**config.mk**
```make
export PLATFORM = sky130hd
export DESIGN_NAME = bram_rport_frontend
export DESIGN_NICKNAME = d
export VERILOG_FILES = /design/src/rtl/bram_rport_frontend.sv
export SDC_FILE = /design/constraint.sdc
export NUM_CORES = 1
export LEC_CHECK = 0
export BUFFER_PORTS_ARGS = -buffer_cell sky130_fd_sc_hd__buf_4
export CAP_MARGIN = 40
export CELL_PAD_IN_SITES_DETAIL_PLACEMENT = 1
export CELL_PAD_IN_SITES_GLOBAL_PLACEMENT = 2
export CORE_UTILIZATION = 45
export CTS_BUF_LIST = sky130_fd_sc_hd__clkbuf_4 sky130_fd_sc_hd__clkbuf_8 sky130_fd_sc_hd__clkbuf_16
export DETAILED_ROUTE_END_ITERATION = 12
export MAX_ROUTING_LAYER = met4
export PLACE_DENSITY_LB_ADDON = 0.1
export SYNTH_ARGS = -nofsm -noshare
export SYNTH_HDL_FRONTEND = slang
export SYNTH_HIERARCHICAL = 1
export SYNTH_SLANG_ARGS = --single-unit
export TNS_END_PERCENT = 5
```
**constraint.sdc**
```tcl
create_clock -name CLK -period 3.5 [get_ports CLK]
set_input_delay 0 -clock CLK [delete_from_list [all_inputs] [get_ports CLK]]
set_output_delay 0 -clock CLK [all_outputs]
set_load 0.01 [all_outputs]
```
**src/rtl/bram_rport_frontend.sv**
```systemverilog
// Two-port read front end for a 2R1W BRAM: valid/ready requests, registered-read capture, per-port response FIFO.
// Optional same-cycle write forwarding is enabled by defining BRAM_RPORT_WRITE_BYPASS_EN.

module bram_rport_frontend_port #(
  parameter int unsigned INNER_WIDTH = 32,
  parameter int unsigned OUTER_WIDTH = 32,
  parameter int unsigned FIFO_DEPTH  = 4,
  localparam int unsigned IW = $clog2(OUTER_WIDTH),
  localparam int unsigned BW = INNER_WIDTH / 8
) (
  input  logic                   i_clk,
  input  logic                   i_rst,
  input  logic                   i_req_valid,
  output logic                   o_req_ready,
  input  logic [IW-1:0]          i_req_index,
  output logic                   o_resp_valid,
  input  logic                   i_resp_ready,
  output logic [INNER_WIDTH-1:0] o_resp_data,
  output logic                   o_ren,
  output logic [IW-1:0]          o_rindex,
  input  logic [INNER_WIDTH-1:0] i_rdata,
  input  logic [BW-1:0]          i_snoop_wen_byte,
  input  logic [IW-1:0]          i_snoop_windex,
  input  logic [INNER_WIDTH-1:0] i_snoop_wdata
);

  localparam int unsigned PW = $clog2(FIFO_DEPTH);
  localparam int unsigned CW = PW + 1;

  logic [CW-1:0]          r_count;
  logic                   r_inflight;
  logic [PW-1:0]          r_head;
  logic [PW-1:0]          r_tail;
  logic [INNER_WIDTH-1:0] r_mem [FIFO_DEPTH];

  logic [CW-1:0]          w_credit;
  logic                   w_accept;
  logic                   w_push;
  logic                   w_pop;
  logic [INNER_WIDTH-1:0] w_push_data;

  // Credit counts the in-flight read so its push can never overflow the FIFO.
  assign w_credit     = r_count + CW'(r_inflight);
  assign o_req_ready  = !i_rst && (w_credit < CW'(FIFO_DEPTH));
  assign w_accept     = i_req_valid & o_req_ready;
  assign o_ren        = w_accept;
  assign o_rindex     = i_req_index;

  assign w_push       = r_inflight;
  assign o_resp_valid = (r_count != '0);
  assign w_pop        = o_resp_valid & i_resp_ready;
  assign o_resp_data  = o_resp_valid ? r_mem[r_head] : '0;

  always_ff @(posedge i_clk or posedge i_rst) begin
    if (i_rst) begin
      r_count    <= '0;
      r_inflight <= 1'b0;
      r_head     <= '0;
      r_tail     <= '0;
    end else begin
      r_inflight <= w_accept;
      if (w_push) r_tail <= r_tail + PW'(1);
      if (w_pop)  r_head <= r_head + PW'(1);
      case ({w_push, w_pop})
        2'b10:   r_count <= r_count + CW'(1);
        2'b01:   r_count <= r_count - CW'(1);
        default: r_count <= r_count;
      endcase
    end
  end

  always_ff @(posedge i_clk) begin
    if (w_push) r_mem[r_tail] <= w_push_data;
  end

`ifdef BRAM_RPORT_WRITE_BYPASS_EN
  logic [BW-1:0]          r_byp_mask;
  logic [INNER_WIDTH-1:0] r_byp_data;

  // Mask is only consumed in the cycle after an accept, so it is refreshed on accepts alone.
  always_ff @(posedge i_clk or posedge i_rst) begin
    if (i_rst) begin
      r_byp_mask <= '0;
      r_byp_data <= '0;
    end else if (w_accept) begin
      r_byp_mask <= (i_snoop_windex == i_req_index) ? i_snoop_wen_byte : '0;
      r_byp_data <= i_snoop_wdata;
    end
  end

  always_comb begin
    w_push_data = i_rdata;
    for (int unsigned b = 0; b < BW; b++) begin
      if (r_byp_mask[b]) w_push_data[8*b +: 8] = r_byp_data[8*b +: 8];
    end
  end
`else
  logic w_unused_snoop;
  assign w_unused_snoop = ^{i_snoop_wen_byte, i_snoop_windex, i_snoop_wdata};
  assign w_push_data    = i_rdata;
`endif

endmodule

module bram_rport_frontend #(
  parameter int unsigned INNER_WIDTH = 32,
  parameter int unsigned OUTER_WIDTH = 32,
  parameter int unsigned FIFO_DEPTH  = 4,
  localparam int unsigned IW = $clog2(OUTER_WIDTH),
  localparam int unsigned BW = INNER_WIDTH / 8
) (
  input  logic                   CLK,
  input  logic                   RST,
  input  logic                   req0_valid,
  output logic                   req0_ready,
  input  logic [IW-1:0]          req0_index,
  output logic                   resp0_valid,
  input  logic                   resp0_ready,
  output logic [INNER_WIDTH-1:0] resp0_data,
  output logic                   bram_port0_ren,
  output logic [IW-1:0]          bram_port0_rindex,
  input  logic [INNER_WIDTH-1:0] bram_port0_rdata,
  input  logic                   req1_valid,
  output logic                   req1_ready,
  input  logic [IW-1:0]          req1_index,
  output logic                   resp1_valid,
  input  logic                   resp1_ready,
  output logic [INNER_WIDTH-1:0] resp1_data,
  output logic                   bram_port1_ren,
  output logic [IW-1:0]          bram_port1_rindex,
  input  logic [INNER_WIDTH-1:0] bram_port1_rdata,
  input  logic [BW-1:0]          snoop_wen_byte,
  input  logic [IW-1:0]          snoop_windex,
  input  logic [INNER_WIDTH-1:0] snoop_wdata
);

  bram_rport_frontend_port #(
    .INNER_WIDTH (INNER_WIDTH),
    .OUTER_WIDTH (OUTER_WIDTH),
    .FIFO_DEPTH  (FIFO_DEPTH)
  ) u_port0 (
    .i_clk            (CLK),
    .i_rst            (RST),
    .i_req_valid      (req0_valid),
    .o_req_ready      (req0_ready),
    .i_req_index      (req0_index),
    .o_resp_valid     (resp0_valid),
    .i_resp_ready     (resp0_ready),
    .o_resp_data      (resp0_data),
    .o_ren            (bram_port0_ren),
    .o_rindex         (bram_port0_rindex),
    .i_rdata          (bram_port0_rdata),
    .i_snoop_wen_byte (snoop_wen_byte),
    .i_snoop_windex   (snoop_windex),
    .i_snoop_wdata    (snoop_wdata)
  );

  bram_rport_frontend_port #(
    .INNER_WIDTH (INNER_WIDTH),
    .OUTER_WIDTH (OUTER_WIDTH),
    .FIFO_DEPTH  (FIFO_DEPTH)
  ) u_port1 (
    .i_clk            (CLK),
    .i_rst            (RST),
    .i_req_valid      (req1_valid),
    .o_req_ready      (req1_ready),
    .i_req_index      (req1_index),
    .o_resp_valid     (resp1_valid),
    .i_resp_ready     (resp1_ready),
    .o_resp_data      (resp1_data),
    .o_ren            (bram_port1_ren),
    .o_rindex         (bram_port1_rindex),
    .i_rdata          (bram_port1_rdata),
    .i_snoop_wen_byte (snoop_wen_byte),
    .i_snoop_windex   (snoop_windex),
    .i_snoop_wdata    (snoop_wdata)
  );

endmodule

```
==> results of run 1 <==
## synth_stat cells
cell      number  area (um2)
buf_12         6         120
or3_1          2        12.5
buf_6          2        22.5
buf_2          6        30.0
mux4_2        56        1260
dfrtp_1       16         400
inv_1         14        52.6
mux4_1         8         210
xor2_1         8        70.1
nor2_1         4        15.0
nand2_1        2        7.51
mux2i_1        2        20.0
clkbuf_1      12        45.0
buf_4         10        75.1
fa_1           2        40.0
nor3b_1        2        15.0
ha_1          10         125
nand3_1        4        20.0
edfxtp_1     256        7690
and2_1        74         463
o21ai_0        2        10.0
xnor2_1        6        52.6
## final timing paths
path,startpoint,to,slack (ns),depth (start not counted)
setup / recovery,u_port0/r_head[0],resp0_data[2],1.04,4
hold / removal,req1_index[1],bram_port1_rindex[1],0.000003,0
setup reg to reg,u_port0/r_count[0],u_port0/r_count[2],1.26,9
hold reg to reg,u_port0/r_count[2],u_port0/r_count[2],0.52,1
max in group asynchronous,RST,u_port0/r_head[0],3.21,3
min in group asynchronous,RST,u_port1/r_count[0],0.01,3
## flip-flops by register name, indices dropped and copies added (netlist names)
name                count
u_port1/r_tail          2
u_port0/r_count         3
u_port0/r_mem         128
u_port0/r_inflight      1
u_port1/r_count         3
u_port1/r_mem         128
u_port1/r_inflight      1
u_port1/r_head          2
u_port0/r_tail          2
u_port0/r_head          2
## power by group
part	internal, mW	total (mW)	switching, mW
Combinational	1.91	3.43	1.52
Sequential	3.89	4.13	0.241
Clock	1.59	2.70	1.12
## what timing repair did
action / CTS / global route
endpoints found under the setup margin: 0 / 0
hold buffers: 69 / 0
endpoints found under the hold margin: 278 / 0
## critical path, cell delays in order (launching register included)
cell	delay [ns]
dfrtp_2	0.70
buf_4	0.34
mux4_1	0.57
and2_1	0.18
buf_4	0.14
## final cells by class
cell class / instances / area, um2 / area share, %
multi-input combinational: 182 / 2330 / 17.0
clock buffer: 40 / 808 / 5.90
timing repair buffer: 226 / 2000 / 14.6
inverter: 14 / 52.6 / 0.383
clock inverter: 8 / 31.3 / 0.228
tap: 319 / 399 / 2.91
sequential: 272 / 8090 / 59.0
## layer usage
| metal | wire (um) | vias to the layer above | global-route usage, % |
|---|---|---|---|
| met5 | 0 | - | - |
| met3 | 805 | 30 | 2.69 |
| met4 | 327 | 0 | 4.67 |
| li1 | - | 2410 | - |
| met1 | 8880 | 2745 | 22.2 |
| met2 | 10900 | 110 | 31.6 |
## cell usage in the layout, fill, tap and decap left out, types with 7 or more instances in the layout
| master | n |
|---|---|
| and2_2 | 8 |
| buf_4 | 148 |
| ha_1 | 10 |
| inv_1 | 14 |
| and2_1 | 66 |
| buf_12 | 7 |
| dlygate4sd3_1 | 69 |
| xor2_1 | 8 |
| clkbuf_16 | 29 |
| clkinv_1 | 7 |
| mux4_1 | 8 |
| clkbuf_4 | 11 |
| edfxtp_1 | 256 |
| dfrtp_1 | 14 |
| mux4_2 | 56 |
## cells by family (layout without fill, tap and decap cells)
logic type | Yosys count | in the layout | share of synthesized area [%]
fa+ha+maj | 12 | 12 | 1.54
flops | 272 | 272 | 75.2
xor+xnor | 14 | 14 | 1.14
buf+inv | 50 | 288 | 3.21
compound gates | 2 | 2 | 0.0931
simple gates | 88 | 88 | 4.96
mux | 66 | 66 | 13.9
## through the flow
step / cells / instance area, um2 / util, % / total power, mW / hold slack (ns)
2_1_floorplan: 504 / 10800 / - / 6.30 / -0.184
3_3_place_gp: 935 / 12000 / 51.1 / 7.47 / -0.000880
4_1_cts: 1061 / 13700 / 58.4 / 10.5 / 0.000119
6_report: 1061 / 13700 / 58.4 / 10.3 / 0.00000282
3_5_place_dp: 944 / 12200 / 51.9 / 7.65 / 0.000119
5_1_grt: 1061 / 13700 / 58.4 / 10.8 / 0.0000256
==> reports/qor.yml, run 1 <==
status: "finished clean"
drive_gt1_share_pct: 35.6
grt_pass1_vias: 5980
fp.dieH_um: 157
endpoint_kind: "primary output"
vias: 5295
dp_hpwl_um: 12800
clock_sinks: 272
slew_viol_final: 0
cp.arrival_ns: 2.46
clkTransAtPathRegs_ns: 0.06
cts_resized: 0
first_iter_violations: 209
place_ws_ns: 1.24
wl_per_cell_um: 19.7
clock-skew-final_ns: 0.00732
rsz0062_at_grt: "no"
max-clock-path-buffers: 3
vias_per_cell: 4.99
powerDensity_mw_per_mm2: 749
setup_ws_ns: 1.04
finalCritPeriodShare_pct: 70.4
slew_headroom_pct: 64.8
critPathRequiredTime_ns: 3.50
critical_path_class: "register to primary output"
grt_max_degree: 36
grt_pass1_wl_um: 32200
p_leak_nw: 4.88
ant_nets: 0
htreeDepth: 1
ys_warn_count: 6
io_pins: 201
cp-start-kind: "register"
die-area_mm2: 0.0245
yosysSeqAreaShare_pct: 75.2
overflow: 0
final_hold_viol_count: 0
synth.avg_cell_area_um2: 21.3
syn_area_mm2: 0.0108
clock.fmax_mhz: 406
cts_root_buf: "clkbuf_16"
drc: 0
final-setup-viol-count: 0
vdd_drop_max_v: 0.000453
fin_nets: 857
fp-row-count: 56
holdCritPathClass: "primary input to primary output"
maxCapViolations: 0
portBuffers: 139
n_antenna_cell: 0
worst_pin_slew_ns: 0.528
area_growth_pct: 27.5
postCtsSetupBuffers: 0
synth_cells: 504
grtUsageTotal_pct: 18.1
clock_latency_ns: 0.52
core_area_mm2: 0.0235
cts_tree: "done"
start_util_pct: 45.8
setup_tns_ns: 0
antenna_found_initial: 0
place_congestion: 0.703
nFillCells: 2056
finalWirelength_um: 20900
fin_crit_ns: 2.46
syn_nets: 637
die_w_um: 157
ys_ff_latch: 272
first_pass_iters: 4
synth_cell_types: 22
path_max_fanout: 15
numCtsBuffers: 28
Power figures use the tool's default switching activity.
==> run 2, diff against run 1 <==
Settings changed: CORE_UTILIZATION 45 to 41.
Clock period 3.5 ns to 2.42 ns, I/O delays scaled along.
==> reports/qor.yml, run 2 (same netlist as run 1, synthesis figures left out) <==
die_w_um: 164
layout_commonest_cell: "edfxtp_1"
first_pass_iters: 4
path_max_fanout: 16
clock.fmax_mhz: 439
vdd_drop_max_v: 0.000603
stdcell_area_mm2: 0.0138
ant_nets: 0
max-clock-path-buffers: 3
clock-skew-final_ns: 0.00794
grt_pass1_vias: 5921
fin_crit_ns: 2.28
endpoint_kind: "primary output"
grtUsageTotal_pct: 16.6
grt_max_degree: 35
htreeDepth: 1
cp.arrival_ns: 2.28
r2r_setup_slack_ns: 0.43
powerDensity_mw_per_mm2: 1110
place_area_mm2: 0.0121
rsz0062_at_grt: "no"
io_pins: 201
placedCellCount: 958
timing.rr.start: "u_port1/r_count[0]"
fp.dieH_um: 164
holdCritPathClass: "primary input to primary output"
finalWirelength_um: 20900
final-setup-viol-count: 0
numCtsBuffers: 29
critPathRequiredTime_ns: 2.42
reg2reg_to: "u_port1/r_count[2]"
clkTransAtPathRegs_ns: 0.06
cts_resized: 0
crit_path_top_delay_cell: "dfrtp_2"
finalCritPeriodShare_pct: 94.0
vias: 5343
cp-start-kind: "register"
die-area_mm2: 0.0269
crit_chain: "buf_12, mux4_1, and2_1, buf_4"
drc: 0
fp-row-count: 58
clock_latency_ns: 0.53
fin_nets: 862
maxCapViolations: 0
slew_viol_final: 0
clock_sinks: 272
nFillCells: 2287
core_area_mm2: 0.0255
portBuffers: 139
dp_hpwl_um: 12700
p_leak_nw: 4.91
vias_per_cell: 4.94
postCtsSetupBuffers: 0
whs_path_depth: 0
setup_tns_ns: 0
worst_pin_slew_ns: 0.537
reg2reg_depth: 8
min_from: "req0_index[1]"
slowest_delay_ns: 0.61
place_congestion: 0.704
status: "finished clean"
wl_per_cell_um: 19.4
stdcell_count: 1081
cts_tree: "done"
fin_hold_ws_ns: 0.00000282
antenna_found_initial: 1
worstHoldEndpoint: "bram_port0_rindex[1]"
cts_root_buf: "clkbuf_16"
reg.largest.list: "u_port0/r_mem (128), u_port1/r_mem (128)"
final_hold_viol_count: 0
first_iter_violations: 261
slew_headroom_pct: 64.2
area_growth_pct: 28.0
overflow: 0
grt_pass1_wl_um: 32400
start_util_pct: 42.2
drive_gt1_share_pct: 36.1
layout_common_cells: "edfxtp_1, buf_4, dlygate4sd3_1"
critical_path_class: "register to primary output"
ctsHoldBuffers: 70
==> run 2: cell count changes in the layout (fill, tap and decap cells not counted), moves of 2 or more <==
cell | before | now
buf_12 | 7 | 2
bufinv_16 | 0 | 4
clkinv_2 | 1 | 5
buf_4 | 148 | 158
buf_16 | 2 | 0
clkbuf_4 | 11 | 3
clkinvlp_4 | 0 | 2
==> run 2: area by class of cell <==
class / instances / area (um2) / area share [%]
inverter: 14 / 52.6 / 0.382
timing repair buffer: 230 / 1930 / 14.0
sequential: 272 / 8090 / 58.8
clock buffer: 32 / 748 / 5.44
tap: 330 / 413 / 3.00
multi-input combinational: 182 / 2330 / 16.9
antenna: 1 / 2.50 / 0.0182
clock inverter: 20 / 199 / 1.45
==> run 2: worst max-delay path by stage <==
| stage | start | endpoint | slack, ns | depth (start not counted) |
|---|---|---|---|---|
| after floorplan | u_port0/r_count[0] | u_port0/r_count[2] | 0.47 | 9 |
| after global placement | u_port1/r_count[0] | u_port1/r_count[2] | 0.52 | 8 |
| after detailed placement | u_port1/r_count[0] | u_port1/r_count[2] | 0.44 | 8 |
| after CTS | u_port0/r_head[0] | resp0_data[17] | 0.09 | 4 |
| after global routing | u_port0/r_head[0] | resp0_data[31] | 0.02 | 4 |
| final | u_port0/r_head[0] | resp0_data[31] | 0.14 | 4 |
==> run 2: per-stage QoR <==
stage | utilization, % | power [mW] | worst slack (ns)
6_report | 54.0 | 15.2 | 0.144
5_1_grt | 54.0 | 16.1 | 0.0156
4_1_cts | 54.0 | 15.5 | 0.0913
3_5_place_dp | 47.6 | 11.1 | 0.440
3_3_place_gp | 47.6 | 10.9 | 0.517
2_1_floorplan | - | 9.12 | 0.471
==> run 2: worst max-delay path: cells and delay by family (launching register included) <==
kind	cells	cell delay [ns]
buffers and inverters	2	0.38
multiplexers	1	0.57
flip-flops	1	0.61
AND/OR/NAND/NOR	1	0.18
==> run 2: where the power goes <==
group	internal (mW)	switching, mW
sequential	5.64	0.298
combinational	2.74	2.23
clock	2.64	1.70
==> run 2: metal layers <==
metal / part of all wire (%) / track usage (%) / up-vias
met5: 0 / - / -
met2: 51 / 27.7 / 110
li1: - / - / 2422
met4: 1.8 / 4.34 / 0
met3: 3.8 / 2.30 / 35
met1: 43 / 21.4 / 2776
